==> config.mk <==
export PLATFORM = sky130hd
export DESIGN_NAME = fetch_prefetch_unit
export DESIGN_NICKNAME = d
export VERILOG_FILES = /design/src/rtl/fetch_prefetch_unit.sv
export SDC_FILE = /design/constraint.sdc
export NUM_CORES = 1
export LEC_CHECK = 0
export ABC_AREA = 1
export CORE_MARGIN = 4
export CORE_UTILIZATION = 60
export DETAILED_ROUTE_END_ITERATION = 8
export PLACE_DENSITY = 0.95
export SETUP_SLACK_MARGIN = 0.15
export SYNTH_ARGS = -nofsm -noshare
export SYNTH_HDL_FRONTEND = slang
export SYNTH_SLANG_ARGS = --single-unit
export TNS_END_PERCENT = 50
==> constraint.sdc <==
create_clock -name Clock -period 9.2 [get_ports Clock]
set_clock_uncertainty 0.15 [all_clocks]
set_input_delay 0.92 -clock Clock [delete_from_list [all_inputs] [get_ports Clock]]
set_output_delay 0.92 -clock Clock [all_outputs]
set_load 0.005 [all_outputs]
==> src/rtl/fetch_prefetch_unit.sv <==
// Instruction-fetch front end: PC, one-outstanding req/ack fetch FSM, and a DEPTH-entry prefetch queue.
// Optional build macro FETCH_PREFETCH_STATS_EN adds stat_redirects / stat_discards counters.
module fetch_prefetch_unit #(
  parameter int                ADDR_W   = 32,
  parameter int                DATA_W   = 32,
  parameter int                DEPTH    = 4,
  parameter logic [ADDR_W-1:0] RESET_PC = '0
) (
  input  logic              Clock,
  input  logic              Reset,
  output logic              imem_req,
  output logic [ADDR_W-1:0] imem_addr,
  input  logic              imem_ack,
  input  logic [DATA_W-1:0] imem_rdata,
  input  logic              Branch_taken,
  input  logic [ADDR_W-1:0] Branch_target,
  input  logic              Jump,
  input  logic [ADDR_W-1:0] Jump_target,
  output logic              inst_valid,
  output logic [DATA_W-1:0] Inst,
  output logic [ADDR_W-1:0] inst_pc,
  input  logic              inst_ready,
`ifdef FETCH_PREFETCH_STATS_EN
  output logic [15:0]       stat_redirects,
  output logic [15:0]       stat_discards,
`endif
  output logic [1:0]        dbg_state
);

  localparam int PTR_W = $clog2(DEPTH);
  localparam int CNT_W = PTR_W + 1;
  localparam logic [CNT_W-1:0] DEPTH_C = CNT_W'(DEPTH);

  localparam logic [1:0] S_IDLE    = 2'd0;
  localparam logic [1:0] S_REQ     = 2'd1;
  localparam logic [1:0] S_DISCARD = 2'd2;

  logic [1:0]        state_q, state_d;
  logic [ADDR_W-1:0] pc_q, pc_d;
  logic [ADDR_W-1:0] tgt_q, tgt_d;
  logic [PTR_W-1:0]  rd_ptr_q, rd_ptr_d;
  logic [PTR_W-1:0]  wr_ptr_q, wr_ptr_d;
  logic [CNT_W-1:0]  count_q, count_d;

  logic [DATA_W-1:0] mem_data_q [DEPTH];
  logic [ADDR_W-1:0] mem_pc_q   [DEPTH];

  logic              redirect;
  logic [ADDR_W-1:0] redirect_tgt;
  logic              fire;
  logic              push;
  logic              pop;
  logic              drop;

  // Handshakes: a fetch completes in any cycle with imem_req & imem_ack (req and
  // address held until then); decode takes the head in any cycle with inst_valid & inst_ready.
  always_comb begin
    redirect     = Jump | Branch_taken;
    redirect_tgt = (Jump ? Jump_target : Branch_target) & ~ADDR_W'(3);
    fire         = (state_q != S_IDLE) && imem_ack;
    push         = (state_q == S_REQ) && imem_ack && !redirect;
    pop          = inst_valid && inst_ready && !redirect;
    drop         = fire && ((state_q == S_DISCARD) || redirect);
  end

  always_comb begin
    rd_ptr_d = rd_ptr_q;
    wr_ptr_d = wr_ptr_q;
    count_d  = count_q;
    if (redirect) begin
      rd_ptr_d = '0;
      wr_ptr_d = '0;
      count_d  = '0;
    end else begin
      if (push) wr_ptr_d = wr_ptr_q + PTR_W'(1);
      if (pop)  rd_ptr_d = rd_ptr_q + PTR_W'(1);
      case ({push, pop})
        2'b10:   count_d = count_q + CNT_W'(1);
        2'b01:   count_d = count_q - CNT_W'(1);
        default: count_d = count_q;
      endcase
    end
  end

  // In DISCARD pc_q keeps the in-flight address so the request stays stable;
  // the pending redirect target waits in tgt_q until the stale ack arrives.
  always_comb begin
    state_d = state_q;
    pc_d    = pc_q;
    tgt_d   = tgt_q;
    case (state_q)
      S_IDLE: begin
        if (redirect) begin
          pc_d    = redirect_tgt;
          state_d = S_REQ;
        end else if (count_q < DEPTH_C) begin
          state_d = S_REQ;
        end
      end
      S_REQ: begin
        if (redirect) begin
          if (imem_ack) begin
            pc_d    = redirect_tgt;
            state_d = S_REQ;
          end else begin
            tgt_d   = redirect_tgt;
            state_d = S_DISCARD;
          end
        end else if (imem_ack) begin
          pc_d    = pc_q + ADDR_W'(4);
          state_d = (count_d < DEPTH_C) ? S_REQ : S_IDLE;
        end
      end
      S_DISCARD: begin
        if (redirect) tgt_d = redirect_tgt;
        if (imem_ack) begin
          pc_d    = redirect ? redirect_tgt : tgt_q;
          state_d = S_REQ;
        end
      end
      default: state_d = S_IDLE;
    endcase
  end

  always_ff @(posedge Clock or posedge Reset) begin
    if (Reset) begin
      state_q  <= S_IDLE;
      pc_q     <= RESET_PC;
      tgt_q    <= '0;
      rd_ptr_q <= '0;
      wr_ptr_q <= '0;
      count_q  <= '0;
    end else begin
      state_q  <= state_d;
      pc_q     <= pc_d;
      tgt_q    <= tgt_d;
      rd_ptr_q <= rd_ptr_d;
      wr_ptr_q <= wr_ptr_d;
      count_q  <= count_d;
    end
  end

  always_ff @(posedge Clock) begin
    if (push) begin
      mem_data_q[wr_ptr_q] <= imem_rdata;
      mem_pc_q[wr_ptr_q]   <= pc_q;
    end
  end

  always_comb begin
    imem_req   = (state_q != S_IDLE);
    imem_addr  = pc_q;
    inst_valid = (count_q != '0);
    Inst       = inst_valid ? mem_data_q[rd_ptr_q] : '0;
    inst_pc    = inst_valid ? mem_pc_q[rd_ptr_q]   : '0;
    dbg_state  = state_q;
  end

`ifdef FETCH_PREFETCH_STATS_EN
  logic [15:0] stat_redir_q, stat_redir_d;
  logic [15:0] stat_disc_q, stat_disc_d;

  always_comb begin
    stat_redir_d = stat_redir_q;
    stat_disc_d  = stat_disc_q;
    if (redirect && (stat_redir_q != 16'hFFFF)) stat_redir_d = stat_redir_q + 16'd1;
    if (drop && (stat_disc_q != 16'hFFFF))      stat_disc_d  = stat_disc_q + 16'd1;
  end

  always_ff @(posedge Clock or posedge Reset) begin
    if (Reset) begin
      stat_redir_q <= '0;
      stat_disc_q  <= '0;
    end else begin
      stat_redir_q <= stat_redir_d;
      stat_disc_q  <= stat_disc_d;
    end
  end

  assign stat_redirects = stat_redir_q;
  assign stat_discards  = stat_disc_q;
`endif

  // The FSM leaves REQ before the queue fills, so a live request never targets a full queue.
  a_no_req_when_full: assert property (@(posedge Clock) disable iff (Reset)
    (state_q == S_REQ) |-> (count_q != DEPTH_C));

  a_req_stable: assert property (@(posedge Clock) disable iff (Reset)
    (imem_req && !imem_ack) |=> (imem_req && $stable(imem_addr)));

endmodule

==> results.md <==
Run status:
- The run finished with clean final reports.

Clock network:
- For this design, the CTS-stage hold fixing added 0 buffers.
- The tree built by TritonCTS fans out to 329 sinks.
- In this run the number of H-tree levels came out at 1.
- The count of buffers added by post-CTS timing repair for setup is 0.
- The clock root buffer master is sky130_fd_sc_hd__clkbuf_16.
- The clock slew at the register clock pins of the worst setup and hold paths is 0.06 ns.
- Post-CTS repair changed the size of 0 cells.
- The worst-case clock buffer depth is 3.
- The total CTS buffers is 31.
- TritonCTS built the clock tree.
- The clock network latency to the later pin of the worst-skew pair is 0.55 ns.

Synth:
- The most frequently used flop master after synthesis is sky130_fd_sc_hd__edfxtp_1.
- The post-synthesis sequential area ratio is 0.6099.
- Of all cell types, the one taking the most synthesized area is sky130_fd_sc_hd__edfxtp_1.
- The number of distinct library cell variants in the gate-level netlist after synthesis is 39.
- In the synthesized netlist, the cells that appear most often are sky130_fd_sc_hd__nor2_1 (363), sky130_fd_sc_hd__nand2_1 (357), sky130_fd_sc_hd__edfxtp_1 (256), sky130_fd_sc_hd__o21ai_0 (161), sky130_fd_sc_hd__a21oi_1 (126).
- The synthesized netlist occupies a cell area of 15,600 um2.
- The number of nets in the synthesized netlist is 1,767.
- The flip-flop and latch count after synthesis is 329.
- The total number of yosys warnings is 0.
- The gate count of the mapped netlist is 1,651.
- Sorting the synthesized cells by area gives the leading types as sky130_fd_sc_hd__edfxtp_1 (49%), sky130_fd_sc_hd__dfrtp_1 (12%), sky130_fd_sc_hd__nor2_1 (8.7%).
- The cell with the most instances after synthesis is sky130_fd_sc_hd__nor2_1.
- The fraction of synthesized cell area taken by the top area cell type is 0.4928.
- Each instance of the synthesized netlist takes up on average 9.449 um2.
- The fraction of registers with async set/reset is 0.2219.
- Yosys mapped a number of flops with a built-in enable equal to 256.

Layout:
- The count of fill cells added during filler insertion is 1,611.
- The repair_antennas step left the layout with diodes totalling 0.
- The finished layout holds 2,162 standard cells, fillers aside.
- From synthesis to final layout, the design area changed by 19.83%.
- The final net count is 1,924.
- The fraction of layout cells with a size suffix above 1 is 0.06987.

Critical path:
- The slowest stage of the critical path belongs to the cell sky130_fd_sc_hd__dfrtp_4.
- STA classifies the critical path endpoint as an output pin.
- The startpoint kind of the worst setup timing path is a register.
- The critical path class is register to output pin.
- Broken down by cell family, the worst path's largest delay share belongs to buffers and inverters.
- The count of buffering cells on the critical path with inverters included is 3.
- At the worst endpoint, the required time is 8.13 ns.
- The critical path goes through clkinv_2 > buf_4 > o21ai_0 > a21oi_1 > clkdlybuf4s50_1.
- The highest fanout seen on the critical path is 72.
- The largest single stage delay on the critical path is 0.67 ns.
- The startpoint identified for the worst register-to-register timing path is dbg_state[1].
- The critical register-to-register path endpoint is mem_data_q[2][16].
- The critical path data arrival time is 3.69 ns.
- Setup slack on the worst reg-to-reg path comes out at 5.51 ns.
- Measured in cells, the most critical reg-to-reg path has a length of 8.

STA:
- Hold timing on the final database bottoms out at a slack of 0.3454 ns.
- Setup violations remaining at the end of the flow were counted as 0.
- For the final routed database, the setup TNS stands at 0 ns.
- Timing would allow up to 210.3 MHz.
- Setup repair after global routing left no endpoint under its margin.
- In this run the tightest slew margin relative to its limit is 0.2747.
- The number of slew-limit violations in the final report was 0.
- The hold violation count in the final report is 0.
- The portion of the clock cycle consumed by the worst path in the final layout is 0.5170.
- At the pin with the least slew margin, the transition time is 1.084 ns.
- The final critical delay including setup and external delays is 4.756 ns.

Hold path:
- The end point of the most critical hold path is tgt_q[22].
- Along the worst hold path, the cell count comes to 2.
- The type of the most critical hold path is register to register.
- The startpoint identified for the worst hold timing path is tgt_q[22].

Floorplanning:
- The number of placed I/O pins is 202.
- In this run the horizontal extent of the chip is 169.2 um.
- The die footprint is 28,640 um2.
- The die outline height is 169.2 um.
- The standard-cell row count is 58.
- The core area is 25,400 um2.
- The initial utilization of the core area, before any placement, comes to 0.6142.

GRT:
- The first global-routing pass estimated 61.29 mm of wire.
- The initial antenna violation count is 0.
- The aggregate global-route resource usage is 0.2635.
- The number of global-route vias before repair is 12,360.
- Entering global routing, the biggest net connects 89 pins.
- The aggregate global routing overflow is 0.

Drt:
- The first TritonRoute pass finished after 6 iterations.
- The number of antenna-violating nets in the routed design is 0.
- The average wire per standard cell is 17.93 um.
- After detailed routing, the number of remaining DRC violations is 0.
- The total routed wirelength is 38.77 mm.
- For this block, the initial DRC count from the detailed router was 1,581.
- The via count is 12,559.
- The per-cell via count in the routed design is 5.809.

Placement:
- Routability-driven placement finished with a final weighted congestion of 0.8804.
- During placement, the flow inserted port buffers numbering 197.
- The total placed cells including tap cells is 2,105.
- The sum of net half-perimeters after detailed placement is 22.83 mm.

Power:
- The analysis attributes to cell leakage a power of 7.178 nW.
- The total power consumption of the routed design is 0.004611 W.
- The peak ir drop on the vdd network is 0.1745 mV.
- The power per standard cell area is 246.6 nW/um2.

Job:
- Across the run, the number of max-cap violations was 0.
placed cells by master, fill, tap and decap left out, types with 7 or more instances in the layout:
cell,count
sky130_fd_sc_hd__nor2_1,359
sky130_fd_sc_hd__nand2_1,357
sky130_fd_sc_hd__edfxtp_1,256
sky130_fd_sc_hd__clkdlybuf4s50_1,197
sky130_fd_sc_hd__o21ai_0,161
sky130_fd_sc_hd__a21oi_1,126
sky130_fd_sc_hd__dfrtp_1,71
sky130_fd_sc_hd__inv_1,68
sky130_fd_sc_hd__clkbuf_16,31
sky130_fd_sc_hd__o21ai_1,26
sky130_fd_sc_hd__mux2_2,21
sky130_fd_sc_hd__nand3_1,17
sky130_fd_sc_hd__buf_4,16
sky130_fd_sc_hd__ha_1,14
sky130_fd_sc_hd__nor2_4,10
sky130_fd_sc_hd__nor2_2,10
sky130_fd_sc_hd__xor2_1,10
sky130_fd_sc_hd__clkbuf_1,10
sky130_fd_sc_hd__a22oi_1,8
sky130_fd_sc_hd__nand2_2,7
sky130_fd_sc_hd__nand3b_1,7
final cells by class:
class,instances,area (um2),area share
multi-input cells,1157,5370,0.2873
well taps,330,412.9,0.02209
clock buffers,45,868.3,0.04645
inverters,76,286.5,0.01533
flip-flops and latches,329,9519,0.5092
repair buffers,213,2092,0.1119
clock inverters,12,145.1,0.007764
state kept, by name (all words and copies together) (netlist names):
name	flops
imem_addr	32
tgt_q	32
wr_ptr_q	2
mem_pc_q	128
count_q	3
rd_ptr_q	2
dbg_state	2
mem_data_q	128
metrics by stage:
stage          area (um2)    util  setup WS [ns]
2_1_floorplan       15600       -          4.211
3_3_place_gp        17680  0.6961          3.978
3_5_place_dp        17680  0.6961          3.929
4_1_cts             18690  0.7360          4.497
5_1_grt             18690  0.7360          4.254
6_report            18690  0.7360          4.444
logic make-up (layout without fill, tap and decap cells):
logic type                 Yosys count  count (layout)  share of synthesized area
muxes                               21              21                    0.01516
DFF                                329             329                     0.6099
adders and majority gates           14              14                    0.01123
AOI/OAI and AO/OA                  338             338                     0.1132
buffers and inverters              165             346                    0.04901
xor gates and xnor gates            11              11                   0.006176
and+or+nand+nor                    773             773                     0.1954
tightest hold or removal path: stages (launching register included):
cell                      delay (ns)
sky130_fd_sc_hd__dfrtp_1        0.35
sky130_fd_sc_hd__nand2_1        0.05
sky130_fd_sc_hd__o21ai_0        0.06
how the worst max path moves through the flow:
stage,start,slack [ns],endpoint,cells after the start
CTS,rd_ptr_q[0],4.50,inst_pc[13],5
floorplan,Branch_taken,4.21,mem_data_q[0][0],7
finish,rd_ptr_q[0],4.44,inst_pc[13],5
detailed placement,Jump,3.93,mem_data_q[2][26],9
global placement,Jump,3.98,mem_data_q[2][25],9
global route,Jump,4.25,mem_data_q[2][16],9
layer usage:
metal,GRT usage,up-vias,wire length [um]
li1,-,5832,-
met5,0,-,0
met4,0.07665,0,858
met2,0.4567,762,19180
met1,0.3495,5876,14670
met3,0.03867,89,4062
power breakdown:
group | switching [W] | total, W | leakage, nW | internal (W)
combinational | 0.000731 | 0.00123 | 3.46 | 0.000504
sequential | 0.000259 | 0.00211 | 3.23 | 0.00185
clock | 0.000533 | 0.00127 | 0.485 | 0.000737
total | 0.00152 | 0.00461 | 7.18 | 0.00309
Note: power is estimated with default switching activity, not from simulation.
